File: src/rtl/rom_dl_arbiter.sv
// Owns the single-port program memory: serialises HPS download writes against CPU reads,
// generates ioctl_wait back-pressure and holds the game in reset around each download.
module rom_dl_arbiter #(
    parameter int unsigned AW       = 16,
    parameter int unsigned MEM_LAT  = 2,
    parameter int unsigned ROM_SIZE = 'hC000,
    parameter int unsigned DL_INDEX = 0,
    parameter int unsigned RST_HOLD = 16
) (
    input  logic          clk_sys,
    input  logic          reset,
    input  logic          ioctl_download,
    input  logic [7:0]    ioctl_index,
    input  logic          ioctl_wr,
    input  logic [24:0]   ioctl_addr,
    input  logic [7:0]    ioctl_dout,
    output logic          ioctl_wait,
    input  logic          cpu_req,
    input  logic [AW-1:0] cpu_addr,
    output logic [7:0]    cpu_rdata,
    output logic          cpu_ack,
    output logic          mem_en,
    output logic          mem_we,
    output logic [AW-1:0] mem_addr,
    output logic [7:0]    mem_wdata,
    input  logic [7:0]    mem_rdata,
    output logic          dl_busy,
    output logic          dl_done,
    output logic [AW:0]   dl_count,
    output logic          rom_valid,
    output logic          game_reset
);

    localparam int unsigned HW = (RST_HOLD > 0) ? $clog2(RST_HOLD + 1) : 1;
    localparam int unsigned LW = (MEM_LAT > 1) ? $clog2(MEM_LAT) : 1;
    localparam logic [24:0] RomSizeA = 25'(ROM_SIZE);
    localparam logic [AW:0] RomSizeC = (AW + 1)'(ROM_SIZE);
    localparam logic [7:0]  IdxW     = 8'(DL_INDEX);

    typedef enum logic [1:0] {StIdle, StWr, StRd, StRdw} state_e;

    state_e        state_q, state_d;
    logic          dl_sel, wr_cap, sess_start, sess_end;
    logic          dl_sel_q, wr_pend_q, wr_pend_d;
    logic [AW-1:0] wr_addr_q, wr_addr_d;
    logic [7:0]    wr_data_q, wr_data_d;
    logic [LW-1:0] lat_q, lat_d;
    logic [HW-1:0] hold_q, hold_d;
    logic          mem_en_q, mem_en_d, mem_we_q, mem_we_d;
    logic [AW-1:0] mem_addr_q, mem_addr_d;
    logic [7:0]    mem_wdata_q, mem_wdata_d;
    logic [7:0]    cpu_rdata_q, cpu_rdata_d;
    logic          cpu_ack_q, cpu_ack_d;
    logic          dl_busy_q, dl_busy_d, dl_done_q, dl_done_d;
    logic [AW:0]   dl_count_q, dl_count_d;
    logic          rom_valid_q, rom_valid_d, game_reset_q, game_reset_d;

    assign dl_sel     = ioctl_download && (ioctl_index == IdxW);
    // A strobe while a byte is still pending is not accepted, so each counted byte is written once.
    assign wr_cap     = ioctl_wr && dl_sel && (ioctl_addr < RomSizeA) && !wr_pend_q;
    assign sess_start = dl_sel && !dl_sel_q && !dl_busy_q;
    assign sess_end   = dl_busy_q && !dl_sel && !wr_pend_q && (state_q == StIdle);

    always_comb begin
        state_d     = state_q;
        wr_pend_d   = wr_pend_q;
        wr_addr_d   = wr_addr_q;
        wr_data_d   = wr_data_q;
        lat_d       = lat_q;
        hold_d      = hold_q;
        mem_en_d    = 1'b0;
        mem_we_d    = 1'b0;
        mem_addr_d  = mem_addr_q;
        mem_wdata_d = mem_wdata_q;
        cpu_rdata_d = cpu_rdata_q;
        cpu_ack_d   = 1'b0;
        dl_busy_d   = dl_busy_q;
        dl_done_d   = 1'b0;
        dl_count_d  = dl_count_q;
        rom_valid_d = rom_valid_q;

        unique case (state_q)
            StIdle: begin
                if (wr_pend_q) begin
                    state_d     = StWr;
                    mem_en_d    = 1'b1;
                    mem_we_d    = 1'b1;
                    mem_addr_d  = wr_addr_q;
                    mem_wdata_d = wr_data_q;
                end else if (cpu_req && !cpu_ack_q && !game_reset_q) begin
                    state_d    = StRd;
                    mem_en_d   = 1'b1;
                    mem_addr_d = cpu_addr;
                end
            end
            StWr: begin
                wr_pend_d = 1'b0;
                state_d   = StIdle;
            end
            StRd: begin
                lat_d   = LW'(MEM_LAT - 1);
                state_d = StRdw;
            end
            StRdw: begin
                if (lat_q == '0) begin
                    cpu_rdata_d = mem_rdata;
                    cpu_ack_d   = 1'b1;
                    state_d     = StIdle;
                end else begin
                    lat_d = lat_q - LW'(1);
                end
            end
            default: state_d = StIdle;
        endcase

        if (hold_q != '0) hold_d = hold_q - HW'(1);

        if (sess_start) begin
            dl_busy_d  = 1'b1;
            dl_count_d = '0;
            hold_d     = '0;
        end
        if (sess_end) begin
            dl_busy_d   = 1'b0;
            dl_done_d   = 1'b1;
            rom_valid_d = (dl_count_q >= RomSizeC);
            hold_d      = HW'(RST_HOLD);
        end

        if (wr_cap) begin
            wr_pend_d = 1'b1;
            wr_addr_d = ioctl_addr[AW-1:0];
            wr_data_d = ioctl_dout;
            if (dl_count_d != '1) dl_count_d = dl_count_d + {{AW{1'b0}}, 1'b1};
        end

        game_reset_d = !rom_valid_d || dl_busy_d || (hold_d != '0);
    end

    always_ff @(posedge clk_sys or posedge reset) begin
        if (reset) begin
            state_q      <= StIdle;
            dl_sel_q     <= 1'b0;
            wr_pend_q    <= 1'b0;
            wr_addr_q    <= '0;
            wr_data_q    <= '0;
            lat_q        <= '0;
            hold_q       <= '0;
            mem_en_q     <= 1'b0;
            mem_we_q     <= 1'b0;
            mem_addr_q   <= '0;
            mem_wdata_q  <= '0;
            cpu_rdata_q  <= '0;
            cpu_ack_q    <= 1'b0;
            dl_busy_q    <= 1'b0;
            dl_done_q    <= 1'b0;
            dl_count_q   <= '0;
            rom_valid_q  <= 1'b0;
            game_reset_q <= 1'b1;
        end else begin
            state_q      <= state_d;
            dl_sel_q     <= dl_sel;
            wr_pend_q    <= wr_pend_d;
            wr_addr_q    <= wr_addr_d;
            wr_data_q    <= wr_data_d;
            lat_q        <= lat_d;
            hold_q       <= hold_d;
            mem_en_q     <= mem_en_d;
            mem_we_q     <= mem_we_d;
            mem_addr_q   <= mem_addr_d;
            mem_wdata_q  <= mem_wdata_d;
            cpu_rdata_q  <= cpu_rdata_d;
            cpu_ack_q    <= cpu_ack_d;
            dl_busy_q    <= dl_busy_d;
            dl_done_q    <= dl_done_d;
            dl_count_q   <= dl_count_d;
            rom_valid_q  <= rom_valid_d;
            game_reset_q <= game_reset_d;
        end
    end

    assign ioctl_wait = wr_pend_q;
    assign cpu_rdata  = cpu_rdata_q;
    assign cpu_ack    = cpu_ack_q;
    assign mem_en     = mem_en_q;
    assign mem_we     = mem_we_q;
    assign mem_addr   = mem_addr_q;
    assign mem_wdata  = mem_wdata_q;
    assign dl_busy    = dl_busy_q;
    assign dl_done    = dl_done_q;
    assign dl_count   = dl_count_q;
    assign rom_valid  = rom_valid_q;
    assign game_reset = game_reset_q;

endmodule

File: config.mk
export PLATFORM = sky130hd
export DESIGN_NAME = rom_dl_arbiter
export DESIGN_NICKNAME = d
export VERILOG_FILES = /design/src/rtl/rom_dl_arbiter.sv
export SDC_FILE = /design/constraint.sdc
export NUM_CORES = 1
export LEC_CHECK = 0
export BUFFER_PORTS_ARGS = -buffer_cell sky130_fd_sc_hd__buf_2
export CAP_MARGIN = 20
export CORE_ASPECT_RATIO = 0.9
export CORE_MARGIN = 8
export CORE_UTILIZATION = 39
export DETAILED_ROUTE_END_ITERATION = 16
export SYNTH_ARGS = -nofsm -noshare
export SYNTH_HDL_FRONTEND = slang
export SYNTH_SLANG_ARGS = --single-unit
File: constraint.sdc
create_clock -name clk_sys -period 3.45 [get_ports clk_sys]
set_input_delay 0.345 -clock clk_sys [delete_from_list [all_inputs] [get_ports clk_sys]]
set_output_delay 0.345 -clock clk_sys [all_outputs]
set_load 0.02 [all_outputs]
==> impl_metrics.csv, run 1 <==
group,metric,value,unit
outcome,status,"finished clean",
timing,period_needed,2.095,ns
routing,vias,3343,
synth,synth_warnings,0,
synth,synth_top_cell_area_share,55.21,%
final_layout,fin_cells,675,
placed_design,gp_congestion,0.7748,
placed_design,portBuffers,126,
setup_path,reg2reg_depth,5,
final_layout,num_antenna_cells,0,
grt,overflow,0,
routing,ant_nets,0,
setup_path,start_kind,"flop",
synth,netlist_instances,413,
synth,synth_area,0.004034,mm2
timing,final_hold_viol_count,0,
routing,avgViaCountPerCell,4.953,
timing,rsz0062_at_grt,"false",
timing,clock_skew,0.01013,ns
grt,grt_max_degree,50,
final_layout,nNetsFinal,613,
power,power_switching,592.7,uW
setup_path,worstPathMaxFanout,10,
grt,grt_pass1_wl,16850,um
timing,fin_setup_tns,0,ns
synth,ys_top_cells_by_count,"nand2_1 (133), dfrtp_1 (89), nor2_1 (22)",
clocking,cts.path.max_buffers,2,
clocking,clock_latency,0.34,ns
job,cap_violations,0,
power,swShare,24.81,%
final_layout,post-route-util,50.55,%
placed_design,dp_cells,658,
die,die_w,123.2,um
hold_path,hold_path_class,"in2async",
timing,min_period_over_period,60.74,%
power,intPower,1.796,mW
clocking,cts_made_buffers,9,
final_layout,fill_cells,980,
synth,ys_seq_elements,90,
timing,slew_headroom,47.80,%
synth,synth_most_common_cell,"nand2_1",
routing,drcViolationCount,0,
clocking,cts_tree,"done",
setup_path,timing.reg2reg.setup_slack,1.35,ns
routing,wirelength,10410,um
setup_path,worstSetupPathType,"reg2reg",
synth,ys.flop_type,"dfrtp_1",
final_layout,ff_latch_area,0.002253,mm2
synth,ys_seq_area_share,55.86,%
power,power,2.389,mW
die,fp.dieH,112.5,um
setup_path,cp_data_arrival_time,2.33,ns
power,ir_drop,0.3363,mV
power,leakage,2.717,nW
clocking,hold_buffers,0,
synth,synth_nets,485,
synth,synth.distinct_cells,53,
timing,fmax,0.4772,GHz
grt,antenna_found_initial,0,
die,core_area,0.01016,mm2
routing,first_pass_iters,4,
final_layout,multiInputGateArea,0.001683,mm2
placed_design,dp_hpwl,7738,um
setup_path,cp.required,3.69,ns
clocking,clockRootBuffer,"clkbuf_16",
routing,avgRoutedWirePerCell,15.41,um
timing,setup_viol,0,
final_layout,syn2layout_area_growth,27.33,%
clocking,h-tree-depth,3,
synth,netlist_top_cells_area,"dfrtp_1 (55%), nand2_1 (12%), mux2i_1 (4.2%)",
clocking,path_clk_slew,0.07,ns
die,start_util,39.70,%
final_layout,drive_gt1_share,31.14,%
clocking,postCtsSetupRepairBufs,0,
power,cellPowerDensity,465.1,mW/mm2
power,power_frac_comb,10.8,%
synth,async_reset_ff_share,100.0,%
grt,grt_pass1_vias,3321,
timing,slew_viol_final,0,
power,clkPwrFrac,41.9,%
die,ios,127,
timing,worst_pin_slew,0.7802,ns
setup_path,worst_setup_path_end_kind,"flop",
routing,drtIter0Drc,240,
synth,synth_edf_count,0,
clocking,clock_sinks,90,
synth,synth_top_area_cell,"dfrtp_1",
power,pwr-share-seq,47.4,%
die,die-area,0.01386,mm2
die,row_count,35,
grt,grtUsageTotal,15.36,%
synth,syn_area_per_cell,9.767,um2
clocking,cts.repair.resized,0,
==> final cells by class <==
| class | instances | share of cell area [%] |
|---|---|---|
| Inverter | 12 | 0.9013 |
| Clock buffer | 10 | 4.653 |
| Clock inverter | 6 | 1.267 |
| Multi-Input combinational cell | 297 | 32.76 |
| Sequential cell | 90 | 43.87 |
| Tap cell | 129 | 3.143 |
| Timing Repair Buffer | 131 | 13.40 |
==> metal layers <==
layer  up-vias  global-route usage, %  wire length, um
li1       1669                      -                -
met1      1591                  19.64             4601
met2        75                  24.46             5052
met3         8                  4.466              631
met4         0                  4.651              120
met5         -                      0                0
==> stage by stage <==
step	setup WS [ns]	hold WS, ns	cell area [um2]
2_1_floorplan	0.7714	0.4331	4034
3_3_place_gp	1.170	0.4474	4817
3_5_place_dp	1.159	0.4510	4817
4_1_cts	1.355	0.1295	5121
5_1_grt	1.164	0.1659	5136
6_report	1.355	0.1004	5136
==> power by group through the flow <==
stage               clock, mW  combinational (mW)  sequential, mW
global placement            0               0.259            1.15
global route             1.06               0.297            1.14
detailed placement          0               0.263            1.15
finish                   1.00               0.257            1.13
CTS                      1.03               0.263            1.13
floorplan                   0               0.165            1.15
==> registers in the layout (all words and copies together) (netlist names), 2 cells and up <==
name       count
state_q        2
wr_data_q      8
dl_count      17
mem_wdata      8
hold_q         5
mem_addr      16
cpu_rdata      8
wr_addr_q     16
==> final timing paths <==
kind / end / startpoint
min: wr_addr_q[15] / reset
min reg2reg: wr_data_q[5] / wr_data_q[5]
max: dl_count[13] / ioctl_wait
min in group clk_sys: cpu_rdata[2] / mem_rdata[2]
max reg2reg: dl_count[13] / ioctl_wait
max in group asynchronous: game_reset / reset
==> cell families (layout without fill, tap and decap cells) <==
family,count (synthesis),after routing,share of synthesized area (%)
AND/OR/NAND/NOR,209,209,24.78
flip-flops,90,90,55.86
AO/OA/AOI/OAI,56,56,8.562
multiplexers,26,26,6.731
buffers and inverters,26,159,2.574
XOR/XNOR,4,4,0.8686
adder cells (fa/ha/maj),2,2,0.6202
==> worst max-delay path, cell delays in order (launching register included) <==
cell and delay [ns]:
dfrtp_1 0.41, nor4_4 0.35, nand4_4 0.22, nor4b_4 0.57, a31oi_1 0.15, a311oi_1 0.28
==> layout by cell type (no fill, tap or decap), types with 9 or more instances in the layout <==
cell type,n
a21oi_1,12
buf_2,126
clkbuf_16,9
dfrtp_1,89
inv_1,10
mux2i_1,17
nand2_1,133
nand3_1,10
nor2_1,21
o21ai_0,21
No activity file was read; power rests on OpenSTA's default activity.
==> run 2, diff against run 1 <==
Settings changed: ABC_AREA set to 1, PLACE_DENSITY set to 0.65.
Clock period 3.45 ns to 1.7 ns, I/O delays scaled along.
==> impl_metrics.csv, run 2 <==
group,metric,value,unit
synth,synth_area,0.004425,mm2
routing,avgViaCountPerCell,4.702,
synth,synth_top_area_cell,"dfrtp_1",
grt,grt_max_degree,91,
grt,grt_pass1_wl,19190,um
routing,ant_nets,0,
synth,async_reset_ff_share,100.0,%
final_layout,largest_register_ffs,17,
die,core_area,0.01125,mm2
final_layout,mostFrequentLayoutCells,"nand2_1 (226), buf_2 (126), dfrtp_1 (88), nor2_1 (42), inv_1 (35)",
final_layout,drive_gt1_share,32.18,%
clocking,clockRootBuffer,"clkbuf_16",
final_layout,final_common_cell,"nand2_1",
clocking,path_clk_slew,0.06,ns
die,start_util,39.34,%
routing,drcViolationCount,0,
clocking,cts_made_buffers,9,
synth,synth_edf_count,0,
synth,synth_warnings,0,
synth,synth_most_common_cell,"nand2_1",
synth,synth_top_cell_area_share,50.33,%
synth,ys.flop_type,"dfrtp_1",
placed_design,placed_cell_area,0.005365,mm2
final_layout,syn2layout_area_growth,30.56,%
timing,clock_skew,0.004099,ns
synth,ys_seq_area_share,50.92,%
timing,min_period_over_period,94.38,%
final_layout,post-route-util,51.36,%
timing,final_hold_viol_count,0,
clocking,h-tree-depth,3,
synth,syn_area_per_cell,8.150,um2
placed_design,dp_cells,833,
placed_design,gp_congestion,0.8470,
setup_path,cp.required,1.92,ns
die,row_count,37,
synth,synth_nets,615,
routing,vias,4006,
placed_design,portBuffers,126,
timing,rsz0062_at_grt,"true",
grt,antenna_found_initial,0,
clocking,clock_latency,0.33,ns
clocking,clock_sinks,90,
final_layout,num_antenna_cells,0,
job,cap_violations,0,
power,cellPowerDensity,1132,mW/mm2
grt,grt_pass1_vias,4092,
die,fp.dieH,117.1,um
final_layout,fin_area,0.005778,mm2
timing,hold_ws,0.02929,ns
synth,synth.distinct_cells,39,
setup_path,cp_data_arrival_time,1.82,ns
die,die_w,128.3,um
synth,netlist_top_cells_area,"dfrtp_1 (50%), nand2_1 (19%), nor2_1 (3.9%)",
final_layout,nNetsFinal,764,
die,die-area,0.01502,mm2
clocking,cts_tree,"done",
setup_path,worst_setup_path_end_kind,"flop",
final_layout,fin_cells,852,
routing,wirelength,11730,um
synth,ys_top_cells_by_count,"nand2_1 (229), dfrtp_1 (89), nor2_1 (46)",
setup_path,worstSetupPathType,"reg2reg",
synth,ys_seq_elements,90,
grt,overflow,0,
routing,drtIter0Drc,273,
power,power,6.543,mW
power,ir_drop,0.7816,mV
outcome,status,"finished clean",
timing,slew_headroom,67.11,%
setup_path,worstPathMaxFanout,3,
timing,setup_viol,0,
synth,netlist_instances,543,
placed_design,dp_hpwl,8798,um
timing,slew_viol_final,0,
setup_path,start_kind,"flop",
timing,period_needed,1.604,ns
timing,fmax,0.6233,GHz
power,leakage,3.109,nW
routing,first_pass_iters,4,
timing,worst_pin_slew,0.4933,ns
setup_path,timing.reg2reg.setup_slack,0.1,ns
routing,avgRoutedWirePerCell,13.76,um
clocking,cts.path.max_buffers,2,
hold_path,hold_path_class,"in2reg",
grt,grtUsageTotal,15.93,%
final_layout,fill_cells,1107,
die,ios,127,
==> run 2: cell types whose count changed after synthesis, sizes merged, moves of 11 or more <==
cell   previous run  this run
nor2             22        60
nand2           133       236
mux2i            17         0
nand3            11        29
o21ai            23         5
inv              11        43
a31oi             5        16
==> run 2: metrics by stage <==
step	TNS, ns	worst slack, ns
2_1_floorplan	0	0.07191
3_3_place_gp	-0.01422	-0.01323
3_5_place_dp	-0.02112	-0.02112
4_1_cts	0	0.006861
5_1_grt	-0.09918	-0.03579
6_report	0	0.09562
==> run 2: what timing repair did <==
item | 4_1_cts | 5_1_grt
setup buffers | 0 | 3
gates resized for setup | 1 | 23
hold endpoints to repair | 60 | 0
pin swaps | 0 | 9
hold buffers | 1 | 0
setup endpoints to repair | 1 | 29
==> run 2: cell families after synthesis <==
logic type / synth area share (%)
AOI/OAI and AO/OA: 3.987
xor gates and xnor gates: 1.979
adders and majority gates: 0.5654
buffers and inverters: 5.767
DFF: 50.92
and+or+nand+nor: 36.78
==> run 2: final cells by class <==
cell class	instances	area [um2]	share of cell area (%)
clock inverter	6	73.82	1.278
sequential	90	2255	39.02
tap	156	195.2	3.378
clock buffer	9	225.2	3.898
timing repair buffer	151	865.8	14.98
multi-input combinational	396	1987	34.39
inverter	44	176.4	3.053
==> run 2: per-layer routing <==
layer / global-route usage [%] / up-vias / part of all wire, %
li1: - / 2017 / -
met1: 18.98 / 1863 / 44
met2: 27.67 / 111 / 47
met3: 4.529 / 15 / 7.4
met4: 4.351 / 0 / 1.2
met5: 0 / - / 0
==> run 2: worst max-delay path: stages (launching register included) <==
cell and delay [ns]:
dfrtp_1 0.40, buf_4 0.16, nor2_1 0.10, nand2_1 0.07, nor4_2 0.14, nand4_1 0.11
buf_4 0.18, nor3_2 0.09, nand2_1 0.08, xor2_1 0.16
==> run 2: final timing paths <==
check,from,endpoint,cells after the start
worst max-delay path,ioctl_wait,dl_count[5],9
worst min-delay path,ioctl_addr[3],wr_addr_q[3],3
worst max register to register,ioctl_wait,dl_count[5],9
worst min register to register,cpu_rdata[1],cpu_rdata[1],2
max in group asynchronous,reset,dl_count[13],4
min in group asynchronous,reset,wr_data_q[7],4
==> run 2: report_power, final <==
part	internal (mW)	switching (mW)
sequential	2.55	0.231
clock	1.15	0.844
combinational	0.660	1.11
